==> src/rtl/timer_ctrl_unit_pkg.sv <==
// Shared types and constants for the up-counting timer peripheral.
package timer_pkg;

  localparam int TIM_W = 16;

  // Datapath register-select codes for the timer write path.
  localparam logic [7:0] TIM_SEL_PSC = 8'h01;
  localparam logic [7:0] TIM_SEL_ARR = 8'h02;

  typedef enum logic [1:0] {IDLE, LOAD, RUN} tim_state_t;

endpackage

==> src/rtl/timer_ctrl_unit_if.sv <==
// Configuration and status bundle between the core datapath and the timer.
interface timer_ctrl_unit_if;
  import timer_pkg::*;

  logic             timer_en;
  logic             opm;
  logic             psc_we;
  logic [TIM_W-1:0] psc_wdata;
  logic             arr_we;
  logic [TIM_W-1:0] arr_wdata;
  logic             irq_clr;
  logic [TIM_W-1:0] cnt;
  logic             update_evt;
  logic             irq;
  logic             ovr;
  logic             running;

  modport master (
    output timer_en, opm, psc_we, psc_wdata, arr_we, arr_wdata, irq_clr,
    input  cnt, update_evt, irq, ovr, running
  );

  modport slave (
    input  timer_en, opm, psc_we, psc_wdata, arr_we, arr_wdata, irq_clr,
    output cnt, update_evt, irq, ovr, running
  );

endinterface

==> src/rtl/timer_ctrl_unit_prescaler.sv <==
// Prescaler: counts 0..psc_sh and emits a one-cycle tick on the terminal value.
module timer_prescaler
  import timer_pkg::*;
(
  input  logic             clk,
  input  logic             reset,
  input  logic             run,
  input  logic             clr,
  input  logic [TIM_W-1:0] psc_sh,
  output logic             tick
);

  logic [TIM_W-1:0] psc_cnt;

  assign tick = run && (psc_cnt == psc_sh);

  always_ff @(posedge clk or posedge reset) begin
    if (reset) begin
      psc_cnt <= '0;
    end else if (clr) begin
      psc_cnt <= '0;
    end else if (run) begin
      psc_cnt <= tick ? '0 : psc_cnt + TIM_W'(1);
    end
  end

endmodule

==> src/rtl/timer_ctrl_unit.sv <==
// Timer control unit: start/count/reload sequencing, double-buffered PSC/ARR,
// sticky update interrupt with overrun detection.
module timer_ctrl_unit
  import timer_pkg::*;
#(
  parameter logic [TIM_W-1:0] ARR_RST = 16'hFFFF,
  parameter logic [TIM_W-1:0] PSC_RST = 16'h0000
) (
  input  logic             clk,
  input  logic             reset,
  timer_ctrl_unit_if.slave bus
);

  tim_state_t       state;
  tim_state_t       state_nxt;
  logic             en_d;
  logic             opm_sh;
  logic [TIM_W-1:0] psc_pre;
  logic [TIM_W-1:0] psc_sh;
  logic [TIM_W-1:0] arr_pre;
  logic [TIM_W-1:0] arr_sh;
  logic [TIM_W-1:0] cnt;
  logic             update_evt;
  logic             irq;
  logic             ovr;
  logic             run;
  logic             psc_clr;
  logic             tick;
  logic             wrap;
  logic             upd;

  // Dropping timer_en gates the tick, so a stop always beats a pending update.
  assign run     = (state == RUN) && bus.timer_en;
  assign psc_clr = (state != RUN);
  assign wrap    = (cnt == arr_sh);
  assign upd     = tick && wrap;

  timer_prescaler u_prescaler (
    .clk    (clk),
    .reset  (reset),
    .run    (run),
    .clr    (psc_clr),
    .psc_sh (psc_sh),
    .tick   (tick)
  );

  always_comb begin
    state_nxt = state;
    unique case (state)
      IDLE: if (bus.timer_en && !en_d) state_nxt = LOAD;
      LOAD: state_nxt = RUN;
      RUN: begin
        if (!bus.timer_en)       state_nxt = IDLE;
        else if (upd && opm_sh)  state_nxt = IDLE;
      end
      default: state_nxt = IDLE;
    endcase
  end

  always_ff @(posedge clk or posedge reset) begin
    if (reset) begin
      state  <= IDLE;
      en_d   <= 1'b0;
      opm_sh <= 1'b0;
    end else begin
      state <= state_nxt;
      en_d  <= bus.timer_en;
      if (state == LOAD) opm_sh <= bus.opm;
    end
  end

  // A write landing on a shadow-load cycle is forwarded so it never gets lost
  // behind the stale preload value.
  always_ff @(posedge clk or posedge reset) begin
    if (reset) begin
      psc_pre <= PSC_RST;
      psc_sh  <= PSC_RST;
      arr_pre <= ARR_RST;
      arr_sh  <= ARR_RST;
    end else begin
      if (bus.psc_we) psc_pre <= bus.psc_wdata;
      if (bus.arr_we) arr_pre <= bus.arr_wdata;

      if (bus.psc_we && (state != RUN || upd)) psc_sh <= bus.psc_wdata;
      else if (state == LOAD || upd)           psc_sh <= psc_pre;

      if (bus.arr_we && (state != RUN || upd)) arr_sh <= bus.arr_wdata;
      else if (state == LOAD || upd)           arr_sh <= arr_pre;
    end
  end

  always_ff @(posedge clk or posedge reset) begin
    if (reset) begin
      cnt        <= '0;
      update_evt <= 1'b0;
    end else begin
      update_evt <= upd;
      if (!run)      cnt <= '0;
      else if (tick) cnt <= wrap ? '0 : cnt + TIM_W'(1);
    end
  end

  // Update sets irq even when irq_clr arrives in the same cycle; ovr compares
  // against the irq value from before this update.
  always_ff @(posedge clk or posedge reset) begin
    if (reset) begin
      irq <= 1'b0;
      ovr <= 1'b0;
    end else if (upd) begin
      irq <= 1'b1;
      if (irq) ovr <= 1'b1;
    end else if (bus.irq_clr) begin
      irq <= 1'b0;
      ovr <= 1'b0;
    end
  end

  assign bus.cnt        = cnt;
  assign bus.update_evt = update_evt;
  assign bus.irq        = irq;
  assign bus.ovr        = ovr;
  assign bus.running    = (state == RUN);

endmodule

==> src/flat_wrapper.sv <==
// flat-port wrapper written by rule: the top's interface ports become plain ports
module timer_ctrl_unit_flat import timer_pkg::*;
#(
  parameter logic [TIM_W-1:0] ARR_RST = 16'hFFFF,
  parameter logic [TIM_W-1:0] PSC_RST = 16'h0000
)
  (clk, reset, bus_timer_en, bus_opm, bus_psc_we, bus_psc_wdata, bus_arr_we, bus_arr_wdata, bus_irq_clr, bus_cnt, bus_update_evt, bus_irq, bus_ovr, bus_running);
  timer_ctrl_unit_if bus_i ();
  input  logic clk;
  input  logic reset;
  input wire logic [$bits(bus_i.timer_en)-1:0] bus_timer_en;
  input wire logic [$bits(bus_i.opm)-1:0] bus_opm;
  input wire logic [$bits(bus_i.psc_we)-1:0] bus_psc_we;
  input wire logic [$bits(bus_i.psc_wdata)-1:0] bus_psc_wdata;
  input wire logic [$bits(bus_i.arr_we)-1:0] bus_arr_we;
  input wire logic [$bits(bus_i.arr_wdata)-1:0] bus_arr_wdata;
  input wire logic [$bits(bus_i.irq_clr)-1:0] bus_irq_clr;
  output wire logic [$bits(bus_i.cnt)-1:0] bus_cnt;
  output wire logic [$bits(bus_i.update_evt)-1:0] bus_update_evt;
  output wire logic [$bits(bus_i.irq)-1:0] bus_irq;
  output wire logic [$bits(bus_i.ovr)-1:0] bus_ovr;
  output wire logic [$bits(bus_i.running)-1:0] bus_running;
  assign bus_i.timer_en = bus_timer_en;
  assign bus_i.opm = bus_opm;
  assign bus_i.psc_we = bus_psc_we;
  assign bus_i.psc_wdata = bus_psc_wdata;
  assign bus_i.arr_we = bus_arr_we;
  assign bus_i.arr_wdata = bus_arr_wdata;
  assign bus_i.irq_clr = bus_irq_clr;
  assign bus_cnt = bus_i.cnt;
  assign bus_update_evt = bus_i.update_evt;
  assign bus_irq = bus_i.irq;
  assign bus_ovr = bus_i.ovr;
  assign bus_running = bus_i.running;
  timer_ctrl_unit #(.ARR_RST(ARR_RST), .PSC_RST(PSC_RST)) u_core (.clk(clk), .reset(reset), .bus(bus_i));
endmodule
==> config.mk <==
export PLATFORM = sky130hd
export DESIGN_NAME = timer_ctrl_unit_flat
export DESIGN_NICKNAME = d
export VERILOG_FILES = /design/src/rtl/timer_ctrl_unit_pkg.sv /design/src/rtl/timer_ctrl_unit_if.sv /design/src/rtl/timer_ctrl_unit_prescaler.sv /design/src/rtl/timer_ctrl_unit.sv /design/src/flat_wrapper.sv
export SDC_FILE = /design/constraint.sdc
export NUM_CORES = 1
export LEC_CHECK = 0
export CAP_MARGIN = 30
export CORE_ASPECT_RATIO = 0.9
export CORE_MARGIN = 10
export CORE_UTILIZATION = 45
export DETAILED_ROUTE_END_ITERATION = 6
export GPL_ROUTABILITY_DRIVEN = 0
export PLACE_DENSITY_LB_ADDON = 0.05
export SLEW_MARGIN = 5
export SYNTH_ARGS = -nofsm -noshare
export SYNTH_HDL_FRONTEND = slang
export SYNTH_SLANG_ARGS = --single-unit
==> constraint.sdc <==
create_clock -name clk -period 5.95 [get_ports clk]
set_clock_uncertainty 0.1 [all_clocks]
set_input_delay 1.19 -clock clk [delete_from_list [all_inputs] [get_ports clk]]
set_output_delay 1.19 -clock clk [all_outputs]
set_load 0.02 [all_outputs]
==> results of run 1 <==
[routing by layer]
layer / up-vias / routed length (um)
li1: 1647 / -
met1: 1706 / 5676
met2: 76 / 5068
met3: 13 / 561
met4: 0 / 143
met5: - / 0
[per-stage QoR]
step	instances	power, mW	area, um2	util	hold WS, ns
floorplan	426	1.056	5160	-	0.2788
global placement	626	1.132	5849	0.5157	0.2865
detailed placement	627	1.141	5854	0.5162	0.3008
CTS	643	1.731	6147	0.5420	0.3122
global route	643	1.794	6147	0.5420	0.3090
finish	643	1.706	6147	0.5420	0.3046
[critical path, delay by kind of cell]
kind | cells | cell delay, ns
buffers and inverters | 2 | 0.90
muxes | 2 | 0.63
and+or+nand+nor | 1 | 0.23
AOI/OAI and AO/OA | 1 | 0.45
[how the worst min path moves through the flow]
stage	end	depth (start not counted)	startpoint	slack, ns
3_3_place_gp	u_core.state[0]$_DFFE_PP0P_	1	u_core.en_d$_DFF_PP0_	0.29
6_report	u_core.state[0]$_DFFE_PP0P_	1	u_core.en_d$_DFF_PP0_	0.30
4_1_cts	u_core.state[0]$_DFFE_PP0P_	1	u_core.en_d$_DFF_PP0_	0.31
2_1_floorplan	u_core.state[0]$_DFFE_PP0P_	1	u_core.en_d$_DFF_PP0_	0.28
5_1_grt	u_core.state[0]$_DFFE_PP0P_	1	u_core.en_d$_DFF_PP0_	0.31
3_5_place_dp	u_core.state[0]$_DFFE_PP0P_	1	u_core.en_d$_DFF_PP0_	0.30
[cell families (layout without fill, tap and decap cells)]
group                      Yosys count  after routing
muxes                               97             97
xor gates and xnor gates            37             37
DFF                                103            103
adders and majority gates            2              2
AOI/OAI and AO/OA                   60             60
buffers and inverters               29             90
and+or+nand+nor                     98             98
[placed cells by master (no fill, tap or decap), drive strengths merged, types with 8 or more instances in the layout]
cell type       n
a21o            8
a21oi           9
a22o           10
clkbuf         12
clkdlybuf4s50  58
dfrtp          71
dfstp          32
inv            14
mux2           97
nand2          19
nand3          13
nor2            9
nor4           13
o21ai          29
or3             8
xor2           34
[layout make-up]
| type | count | area, um2 | area share |
|---|---|---|---|
| Timing Repair Buffer | 62 | 608.1 | 0.09892 |
| Clock inverter | 4 | 25.02 | 0.004071 |
| Tap cell | 156 | 195.2 | 0.03175 |
| Inverter | 12 | 47.55 | 0.007735 |
| Sequential cell | 103 | 2618 | 0.4258 |
| Clock buffer | 12 | 267.8 | 0.04356 |
| Multi-Input combinational cell | 294 | 2386 | 0.3882 |
[power breakdown]
group / switching [mW] / internal (mW) / total [mW]
Combinational: 0.110 / 0.158 / 0.268
Clock: 0.261 / 0.322 / 0.583
Sequential: 0.0545 / 0.801 / 0.856
[state kept, by name, summed over array words and instances (netlist names), 2 cells and up]
register,flops
u_core.arr_pre,16
u_core.arr_sh,16
u_core.bus.cnt,16
u_core.psc_pre,16
u_core.psc_sh,16
u_core.u_prescaler.psc_cnt,16
u_core.state,2
==> reports/qor.yml, run 1 <==
cts.sink_count: 103
synth_cell_types: 37
ys_warn_count: 0
tightest_slew_ns: 0.9134
num-fill-cells: 994
use_met2: 0.2152
synth_area_leader_cell: "dfrtp_1"
drive_gt1_frac: 0.2731
drt-pass1-iter-count: 4
fmax_mhz: 305.6
cts_buffers: 9
grt_max_degree: 63
cts_tree: "done"
async_reset_ff_frac: 1.000
dieArea_um2: 16160
h-tree-depth: 3
die_w_um: 132.9
grt_antenna_before_repair: 0
ctsHoldBuffers: 0
root_buffer: "clkbuf_16"
setup_viol: 0
dp_hpwl_um: 7949
rows: 37
crit_type: "in2reg"
synth_compound_area_frac: 0.07493
cpMaxStageDelayCell: "clkdlybuf4s50_1"
gr-max-usage-layer: "met2"
path_clk_slew_ns: 0.07
groute.usage.overall: 0.1469
drc: 0
worstPathMaxFanout: 22
p_leak_nw: 2.596
slew_headroom: 0.3891
period_minus_slack_ns: 3.273
fin_nets: 523
endpoint: "u_core.psc_sh[12]$_DFFE_PP0P_"
die_h_um: 121.6
yosys.area_share.simple: 0.1045
synth-xor-area-share: 0.06280
power.density_nw_per_um2: 277.6
status: "finished clean"
muxShareOfSynthArea: 0.2153
synthFlopType: "dfrtp_1"
seq_area_frac_synth: 0.5073
insertion_delay_ns: 0.34
io_buffer_count: 58
worst_ep_required_time_ns: 6.07
synth_commonest_cells: "dfrtp_1 (71), mux2_2 (71), xor2_1 (34), dfstp_2 (32), o21ai_0 (29)"
hold_class: "reg2reg"
slowest_delay_ns: 0.46
slew_violations: 0
cp_cell_sequence: "clkdlybuf4s50_1, and2_1, a31oi_4, buf_4, mux2_2, mux2_2"
grt_pass1_wl_um: 19090
synth_top_family_by_area: "multiplexers"
antenna_cells: 0
critPathMostFrequentCell: "mux2_2"
synth_fa_ha_area_frac: 0.004850
synth.avg_cell_area_um2: 12.11
clockBufferDepth: 2
antenna_left: 0
post_cts_resized: 0
synth_area_leaders: "dfrtp_1 (34%), dfstp_2 (16%), mux2_2 (15%)"
drv_cap: 0
r2r_cells: 7
syn_to_final_growth_pct: 19.13
tns_ns: 0
initial_core_util: 0.4549
vias: 3442
r2r_start: "u_core.u_prescaler.psc_cnt[5]$_DFFE_PP0P_"
drtIter0Drc: 232
timing.reg2reg.setup_slack_ns: 2.83
wire_per_inst_um: 17.81
vdd_drop_max_mv: 0.2003
rsz0062_at_grt: "no"
core-area_um2: 11340
post-route-period-util: 0.5500
grt.met1_usage: 0.2091
synth_fp_nets: 467
cp-end-kind: "register"
hold_violations: 0
place_ws_ns: 2.326
ys_ff_latch: 103
worstReg2RegEnd: "u_core.psc_sh[13]$_DFFE_PP0P_"
gr-usage-met3: 0.03663
crit_path_start_kind: "primary input"
totalWireLength_um: 11450
num_io_pins: 59
fin_ws_ns: 2.677
grt_pass1_vias: 3530
postCtsSetupBuffers: 0
critPathArrivalTime_ns: 3.40
synthesis.area_um2: 5160
viasPerCell: 5.353
grt.overflow.total: 0
crit_path_start: "bus_timer_en"
synth-edff-count: 0
yosys.area.top_type_share: 0.3443
synthCells: 426
Power figures use the tool's default switching activity.
==> inputs of run 2 (changes only) <==
Clock period 5.95 ns to 3.3 ns, I/O delays scaled along.
==> run 2 against run 1 <==
Clock power is 70% higher; sequential cell count did not move; global-route usage rose by 0.33 points; hold slack worse by 0.0091 ns; non-clock buffer count up 10; critical path type is now reg2reg; critical endpoint is now u_core.psc_sh[11]$_DFFE_PP0P_; largest cell class unchanged.
==> reports/qor.yml, run 2 (synthesized netlist as in run 1, its figures left out) <==
power.density_nw_per_um2: 486.5
cts_buffers: 9
finalPower_mw: 3.038
place_ws_ns: 0.4167
final_util: 0.5506
fin_ws_ns: 0.4970
critPathTopFamily: "simple AND/OR/NAND/NOR gates"
grt_antenna_before_repair: 0
dp_hpwl_um: 8505
viasPerCell: 5.322
antenna_cells: 0
crit_type: "reg2reg"
groute.usage.overall: 0.1502
drive_gt1_frac: 0.2877
postCtsSetupBuffers: 0
rows: 37
die_h_um: 121.6
p_leak_nw: 2.640
tns_ns: 0
grt.overflow.total: 0
placed_cells: 637
status: "finished clean"
num-fill-cells: 1003
hold_violations: 0
timing.reg2reg.setup_slack_ns: 0.50
drc: 0
core-area_um2: 11340
clockBufferDepth: 2
worst_ep_required_time_ns: 3.43
cts.sink_count: 103
dieArea_um2: 16160
period_minus_slack_ns: 2.803
cts_tree: "done"
hold_class: "reg2reg"
totalWireLength_um: 11770
antenna_left: 0
vias: 3475
setup_viol: 0
hold_slack_ns: 0.2955
layout_common_cells: "mux2_2 (71), dfrtp_1 (71), clkdlybuf4s50_1 (58)"
endpoint: "u_core.psc_sh[11]$_DFFE_PP0P_"
r2r_start: "u_core.bus.cnt[12]$_DFFE_PP0P_"
vdd_drop_max_mv: 0.3121
io_buffer_count: 58
design_area_um2: 6245
drv_cap: 0
insertion_delay_ns: 0.34
cp_cell_sequence: "xor2_1, nor4_1, and4_1, a31oi_4, buf_12, mux2_1, mux2_2"
wire_per_inst_um: 18.02
crit_path_start_kind: "register"
syn_to_final_growth_pct: 21.02
num_io_pins: 59
critPathArrivalTime_ns: 2.94
initial_core_util: 0.4549
placed_area_um2: 5971
cpMaxStageDelayCell: "dfrtp_1"
root_buffer: "clkbuf_16"
rsz0062_at_grt: "no"
post-route-period-util: 0.8494
slowest_delay_ns: 0.47
slew_violations: 0
ctsHoldBuffers: 0
drt-pass1-iter-count: 4
crit_cells: 7
grt_pass1_vias: 3637
timing.critical_path.buf_inv: 1
tightest_slew_ns: 0.7528
fin_nets: 533
fmax_mhz: 356.8
grt_max_degree: 40
cp-end-kind: "register"
crit_path_start: "u_core.bus.cnt[12]$_DFFE_PP0P_"
worstReg2RegEnd: "u_core.psc_sh[11]$_DFFE_PP0P_"
grt_pass1_wl_um: 19590
die_w_um: 132.9
h-tree-depth: 3
path_clk_slew_ns: 0.07
slew_headroom: 0.4971
drtIter0Drc: 221
worstPathMaxFanout: 22
stdcell_count: 653
r2r_cells: 7
post_cts_resized: 0
[run 2: changes by cell type in the layout (fill, tap and decap cells not counted), sizes merged]
cell | before | now
buf | 4 | 14
clkbuf | 12 | 9
clkinvlp | 0 | 3
clkinv | 2 | 4
inv | 14 | 12
[run 2: area by class of cell]
cell class | instances | area, um2 | share of cell area
sequential | 103 | 2618 | 0.4192
multi-input combinational | 294 | 2386 | 0.3821
timing repair buffer | 72 | 723.2 | 0.1158
clock buffer | 9 | 225.2 | 0.03606
tap | 156 | 195.2 | 0.03126
clock inverter | 7 | 48.80 | 0.007814
inverter | 12 | 48.80 | 0.007814
[run 2: worst register-to-register path: stages (launching register included)]
cell and delay, ns:
dfrtp_1 0.47, xor2_1 0.17, nor4_1 0.43, and4_1 0.43
a31oi_4 0.26, buf_12 0.26, mux2_1 0.32, mux2_2 0.26
[run 2: per-layer routing]
layer / GRT usage / wire length, um / vias to the layer above
li1: - / - / 1671
met1: 0.2155 / 6022 / 1719
met2: 0.2180 / 5013 / 71
met3: 0.03951 / 576 / 14
met4: 0.04396 / 153 / 0
met5: 0 / 0 / -
[run 2: worst min-delay path by stage]
| stage | start | end | slack (ns) | cells after the start |
|---|---|---|---|---|
| finish | u_core.en_d$_DFF_PP0_ | u_core.state[0]$_DFFE_PP0P_ | 0.30 | 1 |
| global route | u_core.en_d$_DFF_PP0_ | u_core.state[0]$_DFFE_PP0P_ | 0.32 | 1 |
| CTS | u_core.en_d$_DFF_PP0_ | u_core.state[0]$_DFFE_PP0P_ | 0.30 | 1 |
| detailed placement | u_core.en_d$_DFF_PP0_ | u_core.state[0]$_DFFE_PP0P_ | 0.29 | 1 |
| global placement | u_core.en_d$_DFF_PP0_ | u_core.state[0]$_DFFE_PP0P_ | 0.29 | 1 |
| floorplan | u_core.en_d$_DFF_PP0_ | u_core.state[0]$_DFFE_PP0P_ | 0.28 | 1 |
[run 2: power breakdown]
part           total, mW  switching [mW]  internal [mW]
Clock              0.993           0.480          0.513
Combinational      0.499           0.207          0.292
Sequential          1.55           0.101           1.44
==> inputs of run 3 (changes only) <==
Clock period 3.3 ns to 2.64 ns, I/O delays scaled along.
==> run 3 against run 2 <==
Routed wire length is 1.1% lower; hold slack better by 0.0054 ns; sequential share of layout area is 1.9 points lower; cell area is 4.7% higher; clock power is 44% higher; die area stayed put; maximum frequency is 12% higher; first-iteration DRC count is 3.2% lower; setup slack worse by 0.37 ns; critical path depth stayed put; largest cell class unchanged.
==> reports/qor.yml, run 3 (synthesized netlist as in run 1, its figures left out) <==
status: "finished clean"
final_util: 0.5764
drtIter0Drc: 214
slew_violations: 0
insertion_delay_ns: 0.35
postCtsSetupBuffers: 0
cp_cell_sequence: "xor2_1, nor4_1, and4_1, a31oi_4, buf_12, mux2_1, mux2_2"
grt.overflow.total: 0
slowest_delay_ns: 0.43
drc: 0
placed_cells: 665
root_buffer: "clkbuf_16"
clockBufferDepth: 2
cts.sink_count: 103
setup_viol: 0
hold_class: "reg2reg"
critPathArrivalTime_ns: 2.65
crit_path_start_kind: "register"
grt_pass1_wl_um: 19330
grt_max_degree: 104
die_w_um: 132.9
drt-pass1-iter-count: 4
crit_type: "reg2reg"
power.density_nw_per_um2: 613.5
path_clk_slew_ns: 0.07
dp_hpwl_um: 8399
layout_common_cells: "mux2_2 (71), dfrtp_1 (71), clkdlybuf4s50_1 (58)"
rows: 37
antenna_cells: 0
viasPerCell: 5.123
cts_tree: "done"
period_minus_slack_ns: 2.512
num-fill-cells: 950
worstPathMaxFanout: 16
grt_antenna_before_repair: 0
vias: 3489
vdd_drop_max_mv: 0.4221
grt_pass1_vias: 3522
post_cts_resized: 0
rsz0062_at_grt: "no"
antenna_left: 0
slew_headroom: 0.6426
num_io_pins: 59
drv_cap: 0
cts_buffers: 9
seq_area_um2: 2618
fin_ws_ns: 0.1284
p_leak_nw: 2.827
core-area_um2: 11340
syn_to_final_growth_pct: 26.70
fmax_mhz: 398.2
hold_violations: 0
dieArea_um2: 16160
multiInputGateArea_um2: 2386
h-tree-depth: 3
drive_gt1_frac: 0.3257
stdcell_count: 681
totalWireLength_um: 11640
fin_nets: 561
post-route-period-util: 0.9514
tightest_slew_ns: 0.5362
wire_per_inst_um: 17.09
place_ws_ns: 0.1382
worst_ep_required_time_ns: 2.77
ctsHoldBuffers: 0
tns_ns: 0
die_h_um: 121.6
finalPower_mw: 4.011
cp-end-kind: "register"
io_buffer_count: 58
cpMaxStageDelayCell: "nor4_1"
groute.usage.overall: 0.1497
initial_core_util: 0.4549
run 3: cell count changes in the layout (fill, tap and decap cells not counted):
cell        before  now
inv_6            0    2
clkinvlp_4       3    2
buf_4           11   36
inv_8            1    0
clkinv_4         1    0
bufinv_16        0    2
buf_12           3    6
clkinv_2         2    1
run 3: layout make-up:
cell class	instances	area share
clock buffer	9	0.03445
inverter	12	0.007464
clock inverter	7	0.01435
timing repair buffer	100	0.1485
sequential	103	0.4004
multi-input combinational	294	0.3650
tap	156	0.02986
run 3: critical path, delay by kind of cell (launching register included):
kind	cells	cell delay (ns)
and+or+nand+nor	2	0.77
muxes	2	0.56
AOI/OAI and AO/OA	1	0.14
xor gates and xnor gates	1	0.19
buffers and inverters	1	0.19
DFF	1	0.42
run 3: worst paths after layout:
check / startpoint / to / slack (ns) / cells after the start
worst max-delay path: u_core.u_prescaler.psc_cnt[13]$_DFFE_PP0P_ / u_core.psc_sh[4]$_DFFE_PP0P_ / 0.13 / 7
worst min-delay path: u_core.en_d$_DFF_PP0_ / u_core.state[0]$_DFFE_PP0P_ / 0.30 / 1
worst max register to register: u_core.u_prescaler.psc_cnt[13]$_DFFE_PP0P_ / u_core.psc_sh[4]$_DFFE_PP0P_ / 0.13 / 7
worst min register to register: u_core.en_d$_DFF_PP0_ / u_core.state[0]$_DFFE_PP0P_ / 0.30 / 1
max in group asynchronous: reset / u_core.arr_pre[14]$_DFFE_PP1P_ / 1.45 / 3
min in group asynchronous: reset / u_core.bus.cnt[13]$_DFFE_PP0P_ / 0.58 / 3
run 3: per-stage QoR:
| step | instance area (um2) | hold slack (ns) |
|---|---|---|
| 2_1_floorplan | 5164 | 0.2788 |
| 3_3_place_gp | 6218 | 0.2816 |
| 3_5_place_dp | 6218 | 0.2969 |
| 4_1_cts | 6538 | 0.3025 |
| 5_1_grt | 6538 | 0.3157 |
| 6_report | 6538 | 0.3009 |
run 3: per-layer routing:
layer | global-route usage | share of wire
met5 | 0 | 0
met4 | 0.03915 | 0.010
met3 | 0.04733 | 0.046
met1 | 0.2206 | 0.53
met2 | 0.2062 | 0.41
run 3: power by group:
group          internal (mW)  switching (mW)
Sequential              1.81           0.123
Clock                  0.833           0.598
Combinational          0.394           0.258
